`config.mk`:
```
export PLATFORM = sky130hd
export DESIGN_NAME = ddr_rd_arbiter_flat
export DESIGN_NICKNAME = d
export VERILOG_FILES = /design/src/rtl/ddr_rd_arbiter_if.sv /design/src/rtl/ddr_rd_arbiter.sv /design/src/flat_wrapper.sv
export SDC_FILE = /design/constraint.sdc
export NUM_CORES = 1
export LEC_CHECK = 0
export ABC_AREA = 1
export BUFFER_PORTS_ARGS = -buffer_cell sky130_fd_sc_hd__buf_2
export CORE_AREA = 2 2 455 457
export CTS_BUF_LIST = sky130_fd_sc_hd__clkbuf_4 sky130_fd_sc_hd__clkbuf_8
export DETAILED_ROUTE_END_ITERATION = 16
export DIE_AREA = 0 0 457 459
export PLACE_DENSITY = 0.3
export SLEW_MARGIN = 30
export SYNTH_ARGS = -nofsm -noshare
export SYNTH_HDL_FRONTEND = slang
export SYNTH_SLANG_ARGS = --single-unit
```
`constraint.sdc`:
```
create_clock -name clk -period 5.6 [get_ports clk]
set_input_delay 0.84 -clock clk [delete_from_list [all_inputs] [get_ports clk]]
set_output_delay 0.84 -clock clk [all_outputs]
set_load 0.005 [all_outputs]
```
`src/rtl/ddr_rd_arbiter_if.sv`:
```
// Bundled channel-side and memory-side signals of the DDR read arbiter.
// The master modport is the arbiter's view; the slave modport is the surrounding fabric's view.
interface ddr_rd_arbiter_if #(
    parameter int DDR_W      = 512,
    parameter int DDR_ADDR_W = 32,
    parameter int BURST_W    = 8
);
    logic [1:0][DDR_ADDR_W-1:0] ch_addr;
    logic [1:0][BURST_W-1:0]    ch_size;
    logic [1:0]                 ch_addr_valid;
    logic [1:0]                 ch_addr_ready;
    logic [DDR_W-1:0]           ch_data;
    logic [1:0]                 ch_data_valid;
    logic [1:0]                 ch_data_ready;
    logic [DDR_ADDR_W-1:0]      mem_addr;
    logic [BURST_W-1:0]         mem_size;
    logic                       mem_addr_valid;
    logic                       mem_addr_ready;
    logic [DDR_W-1:0]           mem_data;
    logic                       mem_data_valid;
    logic                       mem_data_ready;
    logic                       idle;

    modport master (
        input  ch_addr, ch_size, ch_addr_valid, ch_data_ready,
        input  mem_addr_ready, mem_data, mem_data_valid,
        output ch_addr_ready, ch_data, ch_data_valid,
        output mem_addr, mem_size, mem_addr_valid, mem_data_ready, idle
    );

    modport slave (
        output ch_addr, ch_size, ch_addr_valid, ch_data_ready,
        output mem_addr_ready, mem_data, mem_data_valid,
        input  ch_addr_ready, ch_data, ch_data_valid,
        input  mem_addr, mem_size, mem_addr_valid, mem_data_ready, idle
    );
endinterface

```
`src/rtl/ddr_rd_arbiter.sv`:
```
// Round-robin arbiter sharing one in-order DDR read port between two channels;
// an in-order tag FIFO of {channel, size} steers returning beats to their owner.
module ddr_rd_arbiter #(
    parameter int DDR_W       = 512,
    parameter int DDR_ADDR_W  = 32,
    parameter int BURST_W     = 8,
    parameter int OUTSTANDING = 4
) (
    input logic clk,
    input logic rst,
    ddr_rd_arbiter_if.master bus
);
    localparam int PTR_W = $clog2(OUTSTANDING);
    localparam int CNT_W = PTR_W + 1;
    localparam logic [CNT_W-1:0] FULL_CNT = CNT_W'(OUTSTANDING);

    logic [DDR_ADDR_W-1:0] addr_q;
    logic [BURST_W-1:0]    size_q;
    logic                  addr_vld_q;
    logic                  rr_ptr;

    logic                  tag_ch   [OUTSTANDING];
    logic [BURST_W-1:0]    tag_size [OUTSTANDING];
    logic [PTR_W-1:0]      wr_ptr;
    logic [PTR_W-1:0]      rd_ptr;
    logic [CNT_W-1:0]      tag_count;
    logic [BURST_W-1:0]    beat_cnt;

    logic                  empty;
    logic                  grant;
    logic                  load;
    logic                  head_ch;
    logic [BURST_W-1:0]    head_size;
    logic                  beat_hs;
    logic                  pop;

    // Address side: grant selection and load qualification
    always_comb begin
        grant = rr_ptr;
        if (bus.ch_addr_valid == 2'b01) begin
            grant = 1'b0;
        end else if (bus.ch_addr_valid == 2'b10) begin
            grant = 1'b1;
        end
    end

    assign empty = (tag_count == '0);
    // Registered count only: a same-cycle pop does not free a slot for this load.
    assign load  = (!addr_vld_q || bus.mem_addr_ready) && (tag_count < FULL_CNT)
                   && (|bus.ch_addr_valid);

    assign bus.ch_addr_ready  = load ? (grant ? 2'b10 : 2'b01) : 2'b00;
    assign bus.mem_addr       = addr_q;
    assign bus.mem_size       = size_q;
    assign bus.mem_addr_valid = addr_vld_q;

    // Data side: head tag steers the shared beat bus
    assign head_ch   = tag_ch[rd_ptr];
    assign head_size = tag_size[rd_ptr];

    assign bus.ch_data        = bus.mem_data;
    assign bus.ch_data_valid  = (bus.mem_data_valid && !empty) ? (head_ch ? 2'b10 : 2'b01) : 2'b00;
    assign bus.mem_data_ready = !empty && bus.ch_data_ready[head_ch];
    assign beat_hs            = bus.mem_data_valid && bus.mem_data_ready;
    assign pop                = beat_hs && (beat_cnt == head_size);

    assign bus.idle = empty && !addr_vld_q;

    always_ff @(posedge clk or negedge rst) begin
        if (!rst) begin
            addr_q     <= '0;
            size_q     <= '0;
            addr_vld_q <= 1'b0;
            rr_ptr     <= 1'b0;
        end else if (load) begin
            addr_q     <= bus.ch_addr[grant];
            size_q     <= bus.ch_size[grant];
            addr_vld_q <= 1'b1;
            rr_ptr     <= ~grant;
        end else if (bus.mem_addr_ready) begin
            addr_vld_q <= 1'b0;
        end
    end

    always_ff @(posedge clk) begin
        if (load) begin
            tag_ch[wr_ptr]   <= grant;
            tag_size[wr_ptr] <= bus.ch_size[grant];
        end
    end

    always_ff @(posedge clk or negedge rst) begin
        if (!rst) begin
            wr_ptr    <= '0;
            rd_ptr    <= '0;
            tag_count <= '0;
            beat_cnt  <= '0;
        end else begin
            if (load) begin
                wr_ptr <= wr_ptr + PTR_W'(1);
            end
            if (pop) begin
                rd_ptr <= rd_ptr + PTR_W'(1);
            end
            case ({load, pop})
                2'b10:   tag_count <= tag_count + CNT_W'(1);
                2'b01:   tag_count <= tag_count - CNT_W'(1);
                default: tag_count <= tag_count;
            endcase
            if (beat_hs) begin
                beat_cnt <= pop ? '0 : beat_cnt + BURST_W'(1);
            end
        end
    end
endmodule

```
`src/flat_wrapper.sv`:
```
// flat-port wrapper written by rule: the top's interface ports become plain ports
module ddr_rd_arbiter_flat 
#(
    parameter int DDR_W       = 512,
    parameter int DDR_ADDR_W  = 32,
    parameter int BURST_W     = 8,
    parameter int OUTSTANDING = 4
)
  (clk, rst, bus_ch_addr, bus_ch_size, bus_ch_addr_valid, bus_ch_data_ready, bus_mem_addr_ready, bus_mem_data, bus_mem_data_valid, bus_ch_addr_ready, bus_ch_data, bus_ch_data_valid, bus_mem_addr, bus_mem_size, bus_mem_addr_valid, bus_mem_data_ready, bus_idle);
  ddr_rd_arbiter_if #(.DDR_W(DDR_W), .DDR_ADDR_W(DDR_ADDR_W), .BURST_W(BURST_W)) bus_i ();
  input logic clk;
  input logic rst;
  input wire logic [$bits(bus_i.ch_addr)-1:0] bus_ch_addr;
  input wire logic [$bits(bus_i.ch_size)-1:0] bus_ch_size;
  input wire logic [$bits(bus_i.ch_addr_valid)-1:0] bus_ch_addr_valid;
  input wire logic [$bits(bus_i.ch_data_ready)-1:0] bus_ch_data_ready;
  input wire logic [$bits(bus_i.mem_addr_ready)-1:0] bus_mem_addr_ready;
  input wire logic [$bits(bus_i.mem_data)-1:0] bus_mem_data;
  input wire logic [$bits(bus_i.mem_data_valid)-1:0] bus_mem_data_valid;
  output wire logic [$bits(bus_i.ch_addr_ready)-1:0] bus_ch_addr_ready;
  output wire logic [$bits(bus_i.ch_data)-1:0] bus_ch_data;
  output wire logic [$bits(bus_i.ch_data_valid)-1:0] bus_ch_data_valid;
  output wire logic [$bits(bus_i.mem_addr)-1:0] bus_mem_addr;
  output wire logic [$bits(bus_i.mem_size)-1:0] bus_mem_size;
  output wire logic [$bits(bus_i.mem_addr_valid)-1:0] bus_mem_addr_valid;
  output wire logic [$bits(bus_i.mem_data_ready)-1:0] bus_mem_data_ready;
  output wire logic [$bits(bus_i.idle)-1:0] bus_idle;
  assign bus_i.ch_addr = bus_ch_addr;
  assign bus_i.ch_size = bus_ch_size;
  assign bus_i.ch_addr_valid = bus_ch_addr_valid;
  assign bus_i.ch_data_ready = bus_ch_data_ready;
  assign bus_i.mem_addr_ready = bus_mem_addr_ready;
  assign bus_i.mem_data = bus_mem_data;
  assign bus_i.mem_data_valid = bus_mem_data_valid;
  assign bus_ch_addr_ready = bus_i.ch_addr_ready;
  assign bus_ch_data = bus_i.ch_data;
  assign bus_ch_data_valid = bus_i.ch_data_valid;
  assign bus_mem_addr = bus_i.mem_addr;
  assign bus_mem_size = bus_i.mem_size;
  assign bus_mem_addr_valid = bus_i.mem_addr_valid;
  assign bus_mem_data_ready = bus_i.mem_data_ready;
  assign bus_idle = bus_i.idle;
  ddr_rd_arbiter #(.DDR_W(DDR_W), .DDR_ADDR_W(DDR_ADDR_W), .BURST_W(BURST_W), .OUTSTANDING(OUTSTANDING)) u_core (.clk(clk), .rst(rst), .bus(bus_i));
endmodule
```
-- Yosys cells after proc, flatten, opt, wreduce, memory -nomap -nowiden
Memories as Yosys holds them, arrays and structs flattened.
Cells that the tools add are included.
- add/sub/neg operators: 5
- magnitude comparators: 3
- eq/ne operators: 5
- muxes and demuxes: 18
- bitwise operators: 1
- reduce and logical (&&, ||, !) cells: 14
- operators with widths (kind ; count):
    two-way mux 32 bit ; 2
    two-way mux 8 bit ; 3
    adder 8 x 1 -> 8 bit, second input constant ; 1
    == test 8 bit ; 1
    two-way mux 1 bit ; 8
    two-way mux 2 bit ; 4
    logical AND 1 bit ; 7
    case mux 3 bit (2 select lines) ; 1
    adder 2 x 1 -> 2 bit, second input constant ; 2
    == test 2 x 1 -> 1 bit, second input constant ; 2
    == test 2 bit, second input constant ; 2
    < comparator 1 x 2 -> 1 bit, second input constant ; 2
    nonzero test 2 bit ; 2
    adder 3 x 1 -> 3 bit, second input constant ; 1
    logical NOT 3 bit ; 1
    < comparator 3 bit, second input constant ; 1
    subtractor 3 x 1 -> 3 bit, second input constant ; 1
    logical NOT 1 bit ; 2
    OR reduction 2 bit ; 1
    logical OR 1 bit ; 1
    NOT 1 bit ; 1
- flip-flop bits (word level): 57
- bits in writable memories: 36
- bits of input ports: 600
- output and inout bits: 559
- logic and storage cells: 56
- memories kept: 2
- memories (name ; depth ; width ; rd ports ; clocked after memory_dff ; write ports ; line ; source):
    u_core.tag_size ; 4 ; 8 ; 1 ; 0 ; 1 ; ddr_rd_arbiter.sv:23 ; logic [BURST_W-1:0] tag_size [OUTSTANDING];
    u_core.tag_ch ; 4 ; 1 ; 1 ; 0 ; 1 ; ddr_rd_arbiter.sv:22 ; logic tag_ch [OUTSTANDING];

-- Logic depth before layout (Yosys ltp)
An unclocked memory read counts as a cell.
- word-level depth: 8
- gate-level depth with buffers: 17
- gate-level depth less buffers: 17

-- Worst setup path after synthesis
No wires, ideal clock.
- path type: in2reg
- from: in bus_mem_data_valid
- to: reg u_core.tag_count[2]
- library setup time: 131 ps
- arrival time: 2521 ps
- required time: 5469 ps
- path slack: 2948 ps
- stages on the path: 12
- path buffers: 0
- cell sequence: inv_1 nor2_2 inv_1 nor2_8 nand3_4 inv_2 ha_1 inv_1 fa_1 a21oi_1 o21ai_0 xor2_1
- cells in the longest elaborated chain, start to end: 4
- elaborated cells between the ends (all ways): 6
- those cells by class: eq/ne (2); mux (1); reduce/logical (3)
- RTL lines (item ; line ; source):
    start, declared ; flat_wrapper.sv:19 ; input wire logic [$bits(bus_i.mem_data_valid)-1:0] bus_mem_data_valid;
    logical AND 1 bit * ; ddr_rd_arbiter.sv:64 ; assign beat_hs = bus.mem_data_valid && bus.mem_data_ready;
    logical AND 1 bit * ; ddr_rd_arbiter.sv:65 ; assign pop = beat_hs && (beat_cnt == head_size);
    == test 2 x 1 -> 1 bit or == test 2 bit (tied branches) ; ddr_rd_arbiter.sv:105 ; case ({load, pop})
    case mux 3 bit (2 select lines) or nonzero test 2 bit (tied branches) ; - ;
    end signal, assigned ; ddr_rd_arbiter.sv:106 ; 2'b10: tag_count <= tag_count + CNT_W'(1);
    end signal, assigned ; ddr_rd_arbiter.sv:107 ; 2'b01: tag_count <= tag_count - CNT_W'(1);
    end signal, assigned ; ddr_rd_arbiter.sv:108 ; default: tag_count <= tag_count;
    end, declared ; ddr_rd_arbiter.sv:26 ; logic [CNT_W-1:0] tag_count;
Mark *: on every way between the ends. The rest lies on a longest branch, timed or not.
A chain may end at the register's enable or synchronous reset.

-- Final worst setup path
- from: reg u_core.rd_ptr[0]
- to: out bus_mem_data_ready
- cells in the longest elaborated chain, start to end: 4
- RTL lines (item ; line ; source):
    start, declared ; ddr_rd_arbiter.sv:25 ; logic [PTR_W-1:0] rd_ptr;
    start signal, assigned ; ddr_rd_arbiter.sv:103 ; rd_ptr <= rd_ptr + PTR_W'(1);
    memory read (4 x 1 bit) ; - ;
    two-way mux 1 bit (not written as such) (2 in series) ; ddr_rd_arbiter.sv:63 ; assign bus.mem_data_ready = !empty && bus.ch_data_ready[head_ch];
    logical AND 1 bit ; ddr_rd_arbiter.sv:63 ;
    end, declared ; flat_wrapper.sv:26 ; output wire logic [$bits(bus_i.mem_data_ready)-1:0] bus_mem_data_ready;
Every way passes these cells. The select of a mux whose other input is x is not followed.

==> metrics.csv <==
metric,value,unit
ioPinCount,1159,
clk_path_buf_depth,2,
tns,0,ps
drt_iter0_drc,297,
grt_pass1_vias,5089,
peakVddDrop,0.08167,mV
die_w,457,microns
syn_avg_cell_area,8.091,sq um
cts_tree,done,
dp_hpwl,110800,microns
fin_worst_skew,25.68,ps
reg2reg_setup_slack,2610,ps
totalWireLength,117100,microns
synth-seq-cells,93,
clkLatencyLatePin,430,ps
maxCapViolCount,0,
drt_first_pass_iters,4,
clock-sinks,93,
synth.most_common_cell,buf_4,
rows,167,
cp.required,4760,ps
arrival,2280,ps
syn_area,8269,sq um
status,completed,
worst_pin_slew,832.3,ps
hold_class,in2async,
coreArea,205600,sq um
root_buffer,clkbuf_8,
criticalPathCategory,reg2out,
netlist_instances,1022,
finalSetupViolCount,0,
crit_fanout,19,
synthTopCellsByArea,"buf_4, dfrtp_1, edfxtp_1, nand2_1, nand3_1",
post_cts_resize_count,0,
synth_common_cells,"buf_4, nand2_1, nand3_1",
yosysWarnings,0,
antenna_found_initial,8,
place_ws,2284,ps
critPathLaunchType,flop,
wl_per_cell,34.89,microns
rsz0062_at_grt,no,
yosysUniqueCellTypes,31,
drt.antenna.violating_nets,0,
final_util,4.217,%
layout_setup_ws,2481,ps
htree_num_levels,3,
initial_core_util,4.022,%
grt_max_degree,46,
p_leak,2.902,nW
fill_cells,24600,
post_route_cells_drive_above_1_share,28.53,%
async_reset_ff_share,61.29,%
fmaxAchievable,320.6,MHz
ys_seq_area_share,30.32,%
area_growth,4.857,%
gp_congestion,0.7156,
diodes,0,
seq_area,2507,sq um
numCtsBuffers,9,
clk_pin_slew,120,ps
cts_setup_buffers,0,
grt.overflow.total,0,
synth_fp_nets,1629,
dr_total_vias,4989,
nets,1254,
synth-main-ff-cell,dfrtp_1,
slew_viol_final,0,
relSlewSlack,44.31,%
synth_edf_count,36,
track_usage,10.71,%
yosysTopAreaCellShare,46.48,%
holdBufCountCts,0,
dieArea,209800,sq um
synth.largest_area_cell,buf_4,
fin_crit_sh,55.70,%
grt_pass1_wl,128500,microns
multi_input_area,1674,sq um
min_period,3119,ps
power_density,185.3,nW/um^2
port_buffers,134,
route.detailed.drc,0,
hold_violations,0,
via_per_inst,1.487,
end_kind,primary output,
die_h,459,microns
## per-layer routing
metal	vias to the layer above	global-route usage [%]	share of wire, %
met3	156	19.74	39
li1	1894	-	-
met4	8	2.267	2.1
met5	-	1.286	0.36
met1	2047	3.732	13
met2	884	17.42	46
## layout make-up
type	count	share of cell area, %
multi-input combinational	360	19.31
clock buffer	9	1.429
inverter	42	1.818
tap	2704	39.02
clock inverter	7	1.169
timing repair buffer	141	8.341
sequential	93	28.92
## final timing paths
kind | startpoint | endpoint | cells past startpoint
worst max-delay path | u_core.rd_ptr[0]$_DFFE_PN0N_ | bus_mem_data_ready | 10
worst min-delay path | rst | u_core.bus.mem_addr[13]$_DFFE_PN0P_ | 1
worst max register to register | u_core.rd_ptr[0]$_DFFE_PN0N_ | u_core.tag_count[2]$_DFFE_PN0P_ | 17
worst min register to register | u_core.bus.mem_size[5]$_DFFE_PN0P_ | u_core.bus.mem_size[5]$_DFFE_PN0P_ | 2
max in group asynchronous | rst | u_core.beat_cnt[2]$_DFFE_PN0P_ | 2
min in group clk | u_core.bus.mem_size[5]$_DFFE_PN0P_ | u_core.bus.mem_size[5]$_DFFE_PN0P_ | 2
## power breakdown
group | internal (W) | leakage (nW) | switching [W]
clock network | 0.000258 | 0.114 | 0.000311
registers | 0.000736 | 1.09 | 0.0000435
logic | 0.0000892 | 1.70 | 0.000170
## registers in the layout (all words and copies together) (netlist names)
name	flops
u_core.rr_ptr	1
u_core.bus.mem_size	8
u_core.bus.mem_addr_valid	1
u_core.tag_size	32
u_core.tag_count	3
u_core.bus.mem_addr	32
u_core.tag_ch	4
u_core.beat_cnt	8
u_core.rd_ptr	2
u_core.wr_ptr	2
## per-stage QoR
| stage | power, W | std cells | instance area, sq um | hold WS [ps] |
|---|---|---|---|---|
| after floorplan | 0.001232 | 1022 | 8269 | 472.5 |
| after global placement | 0.001066 | 3340 | 8441 | 464.8 |
| after detailed placement | 0.001063 | 3340 | 8446 | 466.8 |
| after CTS | 0.001656 | 3356 | 8671 | 247.6 |
| after global routing | 0.001711 | 3356 | 8671 | 267.8 |
| final | 0.001607 | 3356 | 8671 | 293.2 |
## kinds of logic (layout without fill, tap and decap cells)
| family | after synthesis | in the layout | share of synthesized area (%) |
|---|---|---|---|
| buffers and inverters | 569 | 199 | 49.49 |
| and+or+nand+nor | 340 | 340 | 17.93 |
| DFF | 93 | 93 | 30.32 |
| adders and majority gates | 7 | 7 | 1.150 |
| AOI/OAI and AO/OA | 7 | 7 | 0.4690 |
| xor gates and xnor gates | 6 | 6 | 0.6355 |
## critical path, cell delays in order, from the launching register on
cell     delay (ps)
dfrtp_1         500
inv_2           280
nand2_1         100
nand3_1         100
nand2_2         110
inv_2            90
nand2_2          60
nand2_4         110
inv_2            80
nor2_1          210
buf_2           190
## placed cells by master (no fill, tap or decap), types with 6 or more instances in the layout
| cell | instances |
|---|---|
| nand2_1 | 239 |
| buf_2 | 134 |
| nand3_1 | 63 |
| dfrtp_1 | 57 |
| edfxtp_1 | 36 |
| inv_1 | 32 |
| inv_2 | 10 |
| clkbuf_8 | 9 |
| nor2_1 | 8 |
| buf_4 | 7 |
| nand2_2 | 6 |
| nand4_1 | 6 |
| ha_1 | 6 |
(Power assumes the default switching activity.)
